===== src/rtl/pll_lock_supervisor_pkg.sv =====
// Shared types and default constants for the PLL lock supervisor.
package pll_sup_pkg;

    // State encoding is visible on state_o, so the values are fixed.
    typedef enum logic [2:0] {
        S_RESET     = 3'd0,
        S_WAIT_LOCK = 3'd1,
        S_STABLE    = 3'd2,
        S_RUN       = 3'd3,
        S_FAIL      = 3'd4
    } state_t;

    localparam int DEF_AREST_CYC        = 16;
    localparam int DEF_LOCK_TIMEOUT_CYC = 65536;
    localparam int DEF_LOCK_STABLE_CYC  = 1024;
    localparam int DEF_MAX_RETRY        = 7;
    localparam int DEF_CNT_W            = 17;

    // The PLL is held in reset while sequencing its reset pulse and after giving up.
    function automatic logic areset_of(state_t s);
        return (s == S_RESET) || (s == S_FAIL);
    endfunction

endpackage


===== src/rtl/pll_lock_supervisor_if.sv =====
// PLL-side and status signals of the lock supervisor.
interface pll_lock_supervisor_if;
    logic       pll_locked;
    logic       soft_restart;
    logic       pll_areset;
    logic       sys_rst_n;
    logic       fail;
    logic [2:0] state_o;
    logic [7:0] relock_cnt;

    // The supervisor itself.
    modport slave (
        input  pll_locked,
        input  soft_restart,
        output pll_areset,
        output sys_rst_n,
        output fail,
        output state_o,
        output relock_cnt
    );

    // Whatever drives lock/restart and observes the resets.
    modport master (
        output pll_locked,
        output soft_restart,
        input  pll_areset,
        input  sys_rst_n,
        input  fail,
        input  state_o,
        input  relock_cnt
    );
endinterface


===== src/rtl/pll_lock_supervisor_sync_2ff.sv =====
// Two-flop synchroniser for asynchronous status inputs.
module sync_2ff #(
    parameter int WIDTH = 1
) (
    input  logic             clk,
    input  logic             srst,
    input  logic [WIDTH-1:0] async_in,
    output logic [WIDTH-1:0] sync_out
);

    logic [WIDTH-1:0] meta_d, meta_q;
    logic [WIDTH-1:0] sync_d, sync_q;

    // Shift the input one stage per clock.
    always_comb begin
        meta_d = async_in;
        sync_d = meta_q;
    end

    // Synchroniser flops, cleared only by the hard reset.
    always_ff @(posedge clk) begin
        if (srst) begin
            meta_q <= '0;
            sync_q <= '0;
        end else begin
            meta_q <= meta_d;
            sync_q <= sync_d;
        end
    end

    assign sync_out = sync_q;

endmodule


===== src/rtl/pll_lock_supervisor.sv =====
// Drives the PLL reset pin and holds the system in reset until lock is stable.
// Runs from the board oscillator so it keeps working while the PLL is unlocked.
module pll_lock_supervisor
    import pll_sup_pkg::*;
#(
    parameter int AREST_CYC        = DEF_AREST_CYC,
    parameter int LOCK_TIMEOUT_CYC = DEF_LOCK_TIMEOUT_CYC,
    parameter int LOCK_STABLE_CYC  = DEF_LOCK_STABLE_CYC,
    parameter int MAX_RETRY        = DEF_MAX_RETRY,
    parameter int CNT_W            = DEF_CNT_W
) (
    input  logic                   ext_clk,
    input  logic                   ext_rst,
    pll_lock_supervisor_if.slave   bus
);

    // Terminal counts; each state compares against its own limit so cnt never wraps.
    localparam logic [CNT_W-1:0] AREST_LAST   = CNT_W'(AREST_CYC - 1);
    localparam logic [CNT_W-1:0] TIMEOUT_LAST = CNT_W'(LOCK_TIMEOUT_CYC - 1);
    localparam logic [CNT_W-1:0] STABLE_LAST  = CNT_W'(LOCK_STABLE_CYC - 1);
    localparam logic [CNT_W-1:0] CNT_ONE      = CNT_W'(1);
    localparam logic [7:0]       RETRY_LIMIT  = 8'(MAX_RETRY);

    logic             locked_s;
    state_t           state_d, state_q;
    logic [CNT_W-1:0] cnt_d, cnt_q;
    logic [7:0]       retry_d, retry_q;
    logic [7:0]       retry_inc;
    logic [7:0]       relock_d, relock_q;
    logic             pll_areset_d, pll_areset_q;
    logic             sys_rst_n_d, sys_rst_n_q;
    logic             fail_d, fail_q;

    // pll_locked comes from the PLL's own domain; only the synchronised copy is used.
    sync_2ff #(
        .WIDTH (1)
    ) u_lock_sync (
        .clk      (ext_clk),
        .srst     (ext_rst),
        .async_in (bus.pll_locked),
        .sync_out (locked_s)
    );

    // Next-state, shared counter, retry and relock bookkeeping.
    always_comb begin
        state_d   = state_q;
        cnt_d     = cnt_q;
        retry_d   = retry_q;
        relock_d  = relock_q;
        retry_inc = retry_q + 8'd1;

        if (bus.soft_restart) begin
            // Restart wins over any transition, so a lock loss in the same
            // cycle is not counted as a relock.
            state_d = S_RESET;
            cnt_d   = '0;
            retry_d = '0;
        end else begin
            unique case (state_q)
                S_RESET: begin
                    if (cnt_q == AREST_LAST) begin
                        state_d = S_WAIT_LOCK;
                        cnt_d   = '0;
                    end else begin
                        cnt_d = cnt_q + CNT_ONE;
                    end
                end
                S_WAIT_LOCK: begin
                    if (locked_s) begin
                        state_d = S_STABLE;
                        cnt_d   = '0;
                    end else if (cnt_q == TIMEOUT_LAST) begin
                        retry_d = retry_inc;
                        cnt_d   = '0;
                        state_d = (retry_inc == RETRY_LIMIT) ? S_FAIL : S_RESET;
                    end else begin
                        cnt_d = cnt_q + CNT_ONE;
                    end
                end
                S_STABLE: begin
                    // A dropout here is a glitch filter, not a failed attempt:
                    // go back to waiting with a fresh timeout window.
                    if (!locked_s) begin
                        state_d = S_WAIT_LOCK;
                        cnt_d   = '0;
                    end else if (cnt_q == STABLE_LAST) begin
                        state_d = S_RUN;
                        cnt_d   = '0;
                        retry_d = '0;
                    end else begin
                        cnt_d = cnt_q + CNT_ONE;
                    end
                end
                S_RUN: begin
                    if (!locked_s) begin
                        state_d = S_RESET;
                        cnt_d   = '0;
                        if (relock_q != 8'hFF) begin
                            relock_d = relock_q + 8'd1;
                        end
                    end
                end
                S_FAIL: begin
                    state_d = S_FAIL;
                end
                default: begin
                    state_d = S_RESET;
                    cnt_d   = '0;
                end
            endcase
        end
    end

    // State, counter and bookkeeping registers.
    always_ff @(posedge ext_clk) begin
        if (ext_rst) begin
            state_q  <= S_RESET;
            cnt_q    <= '0;
            retry_q  <= '0;
            relock_q <= '0;
        end else begin
            state_q  <= state_d;
            cnt_q    <= cnt_d;
            retry_q  <= retry_d;
            relock_q <= relock_d;
        end
    end

    // Outputs decode the next state so they switch on the same edge as state_o.
    always_comb begin
        pll_areset_d = areset_of(state_d);
        sys_rst_n_d  = (state_d == S_RUN);
        fail_d       = (state_d == S_FAIL);
    end

    // Registered outputs; the PLL is held in reset and the system in reset at power-up.
    always_ff @(posedge ext_clk) begin
        if (ext_rst) begin
            pll_areset_q <= 1'b1;
            sys_rst_n_q  <= 1'b0;
            fail_q       <= 1'b0;
        end else begin
            pll_areset_q <= pll_areset_d;
            sys_rst_n_q  <= sys_rst_n_d;
            fail_q       <= fail_d;
        end
    end

    assign bus.pll_areset = pll_areset_q;
    assign bus.sys_rst_n  = sys_rst_n_q;
    assign bus.fail       = fail_q;
    assign bus.state_o    = state_q;
    assign bus.relock_cnt = relock_q;

endmodule

===== src/flat_wrapper.sv =====
// flat-port wrapper written by rule: the top's interface ports become plain ports
module pll_lock_supervisor_flat import pll_sup_pkg::*;
#(
    parameter int AREST_CYC        = DEF_AREST_CYC,
    parameter int LOCK_TIMEOUT_CYC = DEF_LOCK_TIMEOUT_CYC,
    parameter int LOCK_STABLE_CYC  = DEF_LOCK_STABLE_CYC,
    parameter int MAX_RETRY        = DEF_MAX_RETRY,
    parameter int CNT_W            = DEF_CNT_W
)
  (ext_clk, ext_rst, bus_pll_locked, bus_soft_restart, bus_pll_areset, bus_sys_rst_n, bus_fail, bus_state_o, bus_relock_cnt);
  pll_lock_supervisor_if bus_i ();
  input  logic ext_clk;
  input  logic ext_rst;
  input wire logic [$bits(bus_i.pll_locked)-1:0] bus_pll_locked;
  input wire logic [$bits(bus_i.soft_restart)-1:0] bus_soft_restart;
  output wire logic [$bits(bus_i.pll_areset)-1:0] bus_pll_areset;
  output wire logic [$bits(bus_i.sys_rst_n)-1:0] bus_sys_rst_n;
  output wire logic [$bits(bus_i.fail)-1:0] bus_fail;
  output wire logic [$bits(bus_i.state_o)-1:0] bus_state_o;
  output wire logic [$bits(bus_i.relock_cnt)-1:0] bus_relock_cnt;
  assign bus_i.pll_locked = bus_pll_locked;
  assign bus_i.soft_restart = bus_soft_restart;
  assign bus_pll_areset = bus_i.pll_areset;
  assign bus_sys_rst_n = bus_i.sys_rst_n;
  assign bus_fail = bus_i.fail;
  assign bus_state_o = bus_i.state_o;
  assign bus_relock_cnt = bus_i.relock_cnt;
  pll_lock_supervisor #(.AREST_CYC(AREST_CYC), .LOCK_TIMEOUT_CYC(LOCK_TIMEOUT_CYC), .LOCK_STABLE_CYC(LOCK_STABLE_CYC), .MAX_RETRY(MAX_RETRY), .CNT_W(CNT_W)) u_core (.ext_clk(ext_clk), .ext_rst(ext_rst), .bus(bus_i));
endmodule

===== config.mk =====
export PLATFORM = sky130hd
export DESIGN_NAME = pll_lock_supervisor_flat
export DESIGN_NICKNAME = d
export VERILOG_FILES = /design/src/rtl/pll_lock_supervisor_pkg.sv /design/src/rtl/pll_lock_supervisor_if.sv /design/src/rtl/pll_lock_supervisor_sync_2ff.sv /design/src/rtl/pll_lock_supervisor.sv /design/src/flat_wrapper.sv
export SDC_FILE = /design/constraint.sdc
export NUM_CORES = 1
export LEC_CHECK = 0
export ABC_AREA = 0
export CORE_ASPECT_RATIO = 1.5
export CORE_MARGIN = 3
export CORE_UTILIZATION = 62
export DETAILED_ROUTE_END_ITERATION = 6
export PLACE_DENSITY = 0.91
export SLEW_MARGIN = 15
export SYNTH_ARGS = -nofsm -noshare
export SYNTH_HDL_FRONTEND = slang
export SYNTH_SLANG_ARGS = --single-unit

===== constraint.sdc =====
create_clock -name ext_clk -period 7.2 [get_ports ext_clk]
set_clock_uncertainty 0.1 [all_clocks]
set_input_delay 1.44 -clock ext_clk [delete_from_list [all_inputs] [get_ports ext_clk]]
set_output_delay 1.44 -clock ext_clk [all_outputs]
set_load 0.1 [all_outputs]

==> results.md <==
- Sequential area share after synthesis: about 35%
- Wire length per cell: approximately 16 um
- Mean post-synth cell area: ~9.0 um^2
- Largest net degree at the start of global routing: 23
- Placed Cells: a little over 300
- Cts repair resizes: 0
- Detailed-route wire length: between 5000 and 6000 um
- RSZ-0062 raised after global routing: false
- Global route overflow: 0
- Synthesized area: 0.00232 mm^2
- Clock-pin slew on the worst setup and hold paths: 0.07 ns
- Ports: 18
- Commonest non-fill, non-tap cell in the layout: dfxtp_1
- Yosys reg bits: 41
- Syn-to-layout area delta: 11.5%
- CP Max Fanout: 11
- Netlist cell types: 57
- Primary FF master, synth: dfxtp_1
- Worst slew pin tran: between 0.9 and 1 ns
- CP delay by family, top: buffers and inverters
- Hold_buf cts: 0
- Non-Filler Instances: ~310
- PwrDens: 167 mW/mm^2
- Number of core rows: 26
- Clk_lat worst skew: around 0.3 ns
- Setup TNS: 0 ns
- Overall Global Routing Usage: approximately 24%
- Critical Path AT: between 2 and 2.5 ns
- DRT antenna net count: 0
- Slew Limit Fails: 0
- Die area: approximately 0.0045 mm^2
- Commonest non-fill, non-tap cells in the layout: dfxtp_1, nand2_1, nor2_1, clkdlybuf4s50_1, xor2_1
- CTS sink count: roughly 40
- VDD IR max: about 190 uV
- Max-cap violations: 0
- Num CTS Buffers: 5
- Leak: around 0.83 nW
- Clock tree buffer depth: 2
- Multi-input logic area: about 0.0014 mm^2
- Initial antenna violation count: 0
- Number of buffers and inverters on the critical path: 1
- Vias in the first global route: between 1,500 and 2,000
- Critical path class: reg -> out
- Share of cells above drive strength 1: 12.6%
- CP Launch Type: register
- Syn Inst Count: ~260
- Vias/cell: between 6 and 7
- Minimum clock period: 3.66 ns
- Ant. Diodes: 0
- Detail Placement HPWL: about 3400 um
- FILL cells: about 260
- Synthesis warning total: 0
- Starting Density: roughly 66%
- CP Capture Type: primary output
- Initial DRC count: 77
- Worst path slowest cell: clkdlybuf4s50_1
- Drt drc: 0
- Max frequency: ~0.27 GHz
- Drt pass-1 iters: 4
- Fin. Hold Viols: 0
- Tcrit/Tclk final: 50.8%
- Reg area: just over 800 um^2
- Via Count: 1,984
- CP peak stage delay: approximately 1.2 ns
- Worst-path cell chain: clkdlybuf4s50_1
- Die H: between 80 and 90 um
- Port Buffers: 17
- Setup violations, final: 0
- Status: finished, final reports clean
- Worst slew margin: 33.4%
- EDFF count, synth: 0
- Synthesized net count: 269
- Setup bufs post-CTS: 0
- Die Wd: between 50 and 60 um
- Root Buffer: clkbuf_8
- First-pass GRT wire length: between 8000 and 9000 um
- Core area: about 0.0035 mm^2
- CTS tree: built
- Final nets: 278
- Ys async rst share: 0%
- H-tree depth: 2
- Hold Path Class: reg -> reg
- GP Congestion: between 0.8 and 0.9
- Critical Path RT: 5.66 ns
-- cell type report --
type | count | share of cell area [%]
Tap cell | 42 | 2.03
Timing Repair Buffer | 17 | 6.58
Clock buffer | 7 | 3.34
Multi-Input combinational cell | 195 | 54.0
Clock inverter | 1 | 1.16
Inverter | 8 | 1.16
Sequential cell | 41 | 31.8
-- final timing paths --
path                             startpoint                          end  slack [ns]  cells after the start
hold / removal    u_core.u_lock_sync.meta_q  u_core.u_lock_sync.sync_out        0.35                      1
hold reg to reg   u_core.u_lock_sync.meta_q  u_core.u_lock_sync.sync_out        0.35                      1
setup / recovery      u_core.bus.state_o[1]               bus_state_o[1]        3.54                      1
setup reg to reg            u_core.cnt_q[4]              u_core.bus.fail        3.89                      9
-- cell usage after synthesis (2+ instances only) --
cell	count	area share [%]
o32ai_1	3	1.1
and4_1	3	1.1
nand2b_1	3	0.81
and4_2	2	0.86
nand4_1	9	2.4
a211oi_1	3	0.97
dfxtp_1	41	35
inv_1	7	1.1
clkbuf_1	7	1.1
nor4_1	3	0.81
nand2_1	21	3.4
nor4b_1	2	0.76
nor2b_1	7	1.9
and2_1	5	1.3
a31oi_1	7	1.9
o21a_1	2	0.65
o21ai_0	9	1.9
nor3b_1	2	0.65
o31ai_1	3	0.97
xor2_1	15	5.7
xnor2_1	5	1.9
buf_2	4	0.86
ha_1	6	3.2
nor2_1	18	2.9
nand3_1	12	2.6
and3_1	8	2.2
a211oi_2	9	4.9
buf_6	3	1.5
a21oi_1	12	2.6
-- registers in the layout, summed over array words and instances (netlist names) --
name                         cells
u_core.cnt_q                    17
u_core.bus.pll_areset            1
u_core.retry_q                   8
u_core.u_lock_sync.meta_q        1
u_core.bus.sys_rst_n             1
u_core.bus.fail                  1
u_core.u_lock_sync.sync_out      1
u_core.bus.relock_cnt            8
u_core.bus.state_o               3
-- routing by layer --
metal,up-vias,track usage (%),wire [um]
met4,0,9.74,130
li1,972,-,-
met3,15,6.36,169
met2,39,45.1,2780
met5,-,0,0
met1,958,25.8,2030
-- per-stage QoR --
stage / setup slack, ns / util (%) / hold WS (ns) / area, um^2 / total power, W
after floorplan: 4.61 / - / 0.314 / 2320 / 0.000239
after global placement: 3.75 / 70.0 / 0.329 / 2460 / 0.000242
after detailed placement: 3.69 / 70.0 / 0.344 / 2460 / 0.000242
after CTS: 3.56 / 73.3 / 0.352 / 2580 / 0.000431
after global routing: 3.47 / 73.6 / 0.369 / 2580 / 0.000444
final: 3.54 / 73.6 / 0.352 / 2580 / 0.000430
-- logic make-up after synthesis --
kind of cell | count (synthesis) | share of synthesized area (%)
XOR/XNOR | 20 | 7.56
buffers and inverters | 23 | 5.07
adder cells (fa/ha/maj) | 6 | 3.24
AND/OR/NAND/NOR | 108 | 28.0
multiplexers | 1 | 0.432
AO/OA/AOI/OAI | 60 | 20.3
flip-flops | 41 | 35.4
-- power breakdown --
group | leakage, nW | internal, W | switching [W]
Combinational | 0.444 | 0.00000310 | 0.00000548
Sequential | 0.331 | 0.000228 | 0.000000977
Clock | 0.0585 | 0.000113 | 0.0000801
Total | 0.833 | 0.000344 | 0.0000866
Note: power is estimated with default switching activity, not from simulation.
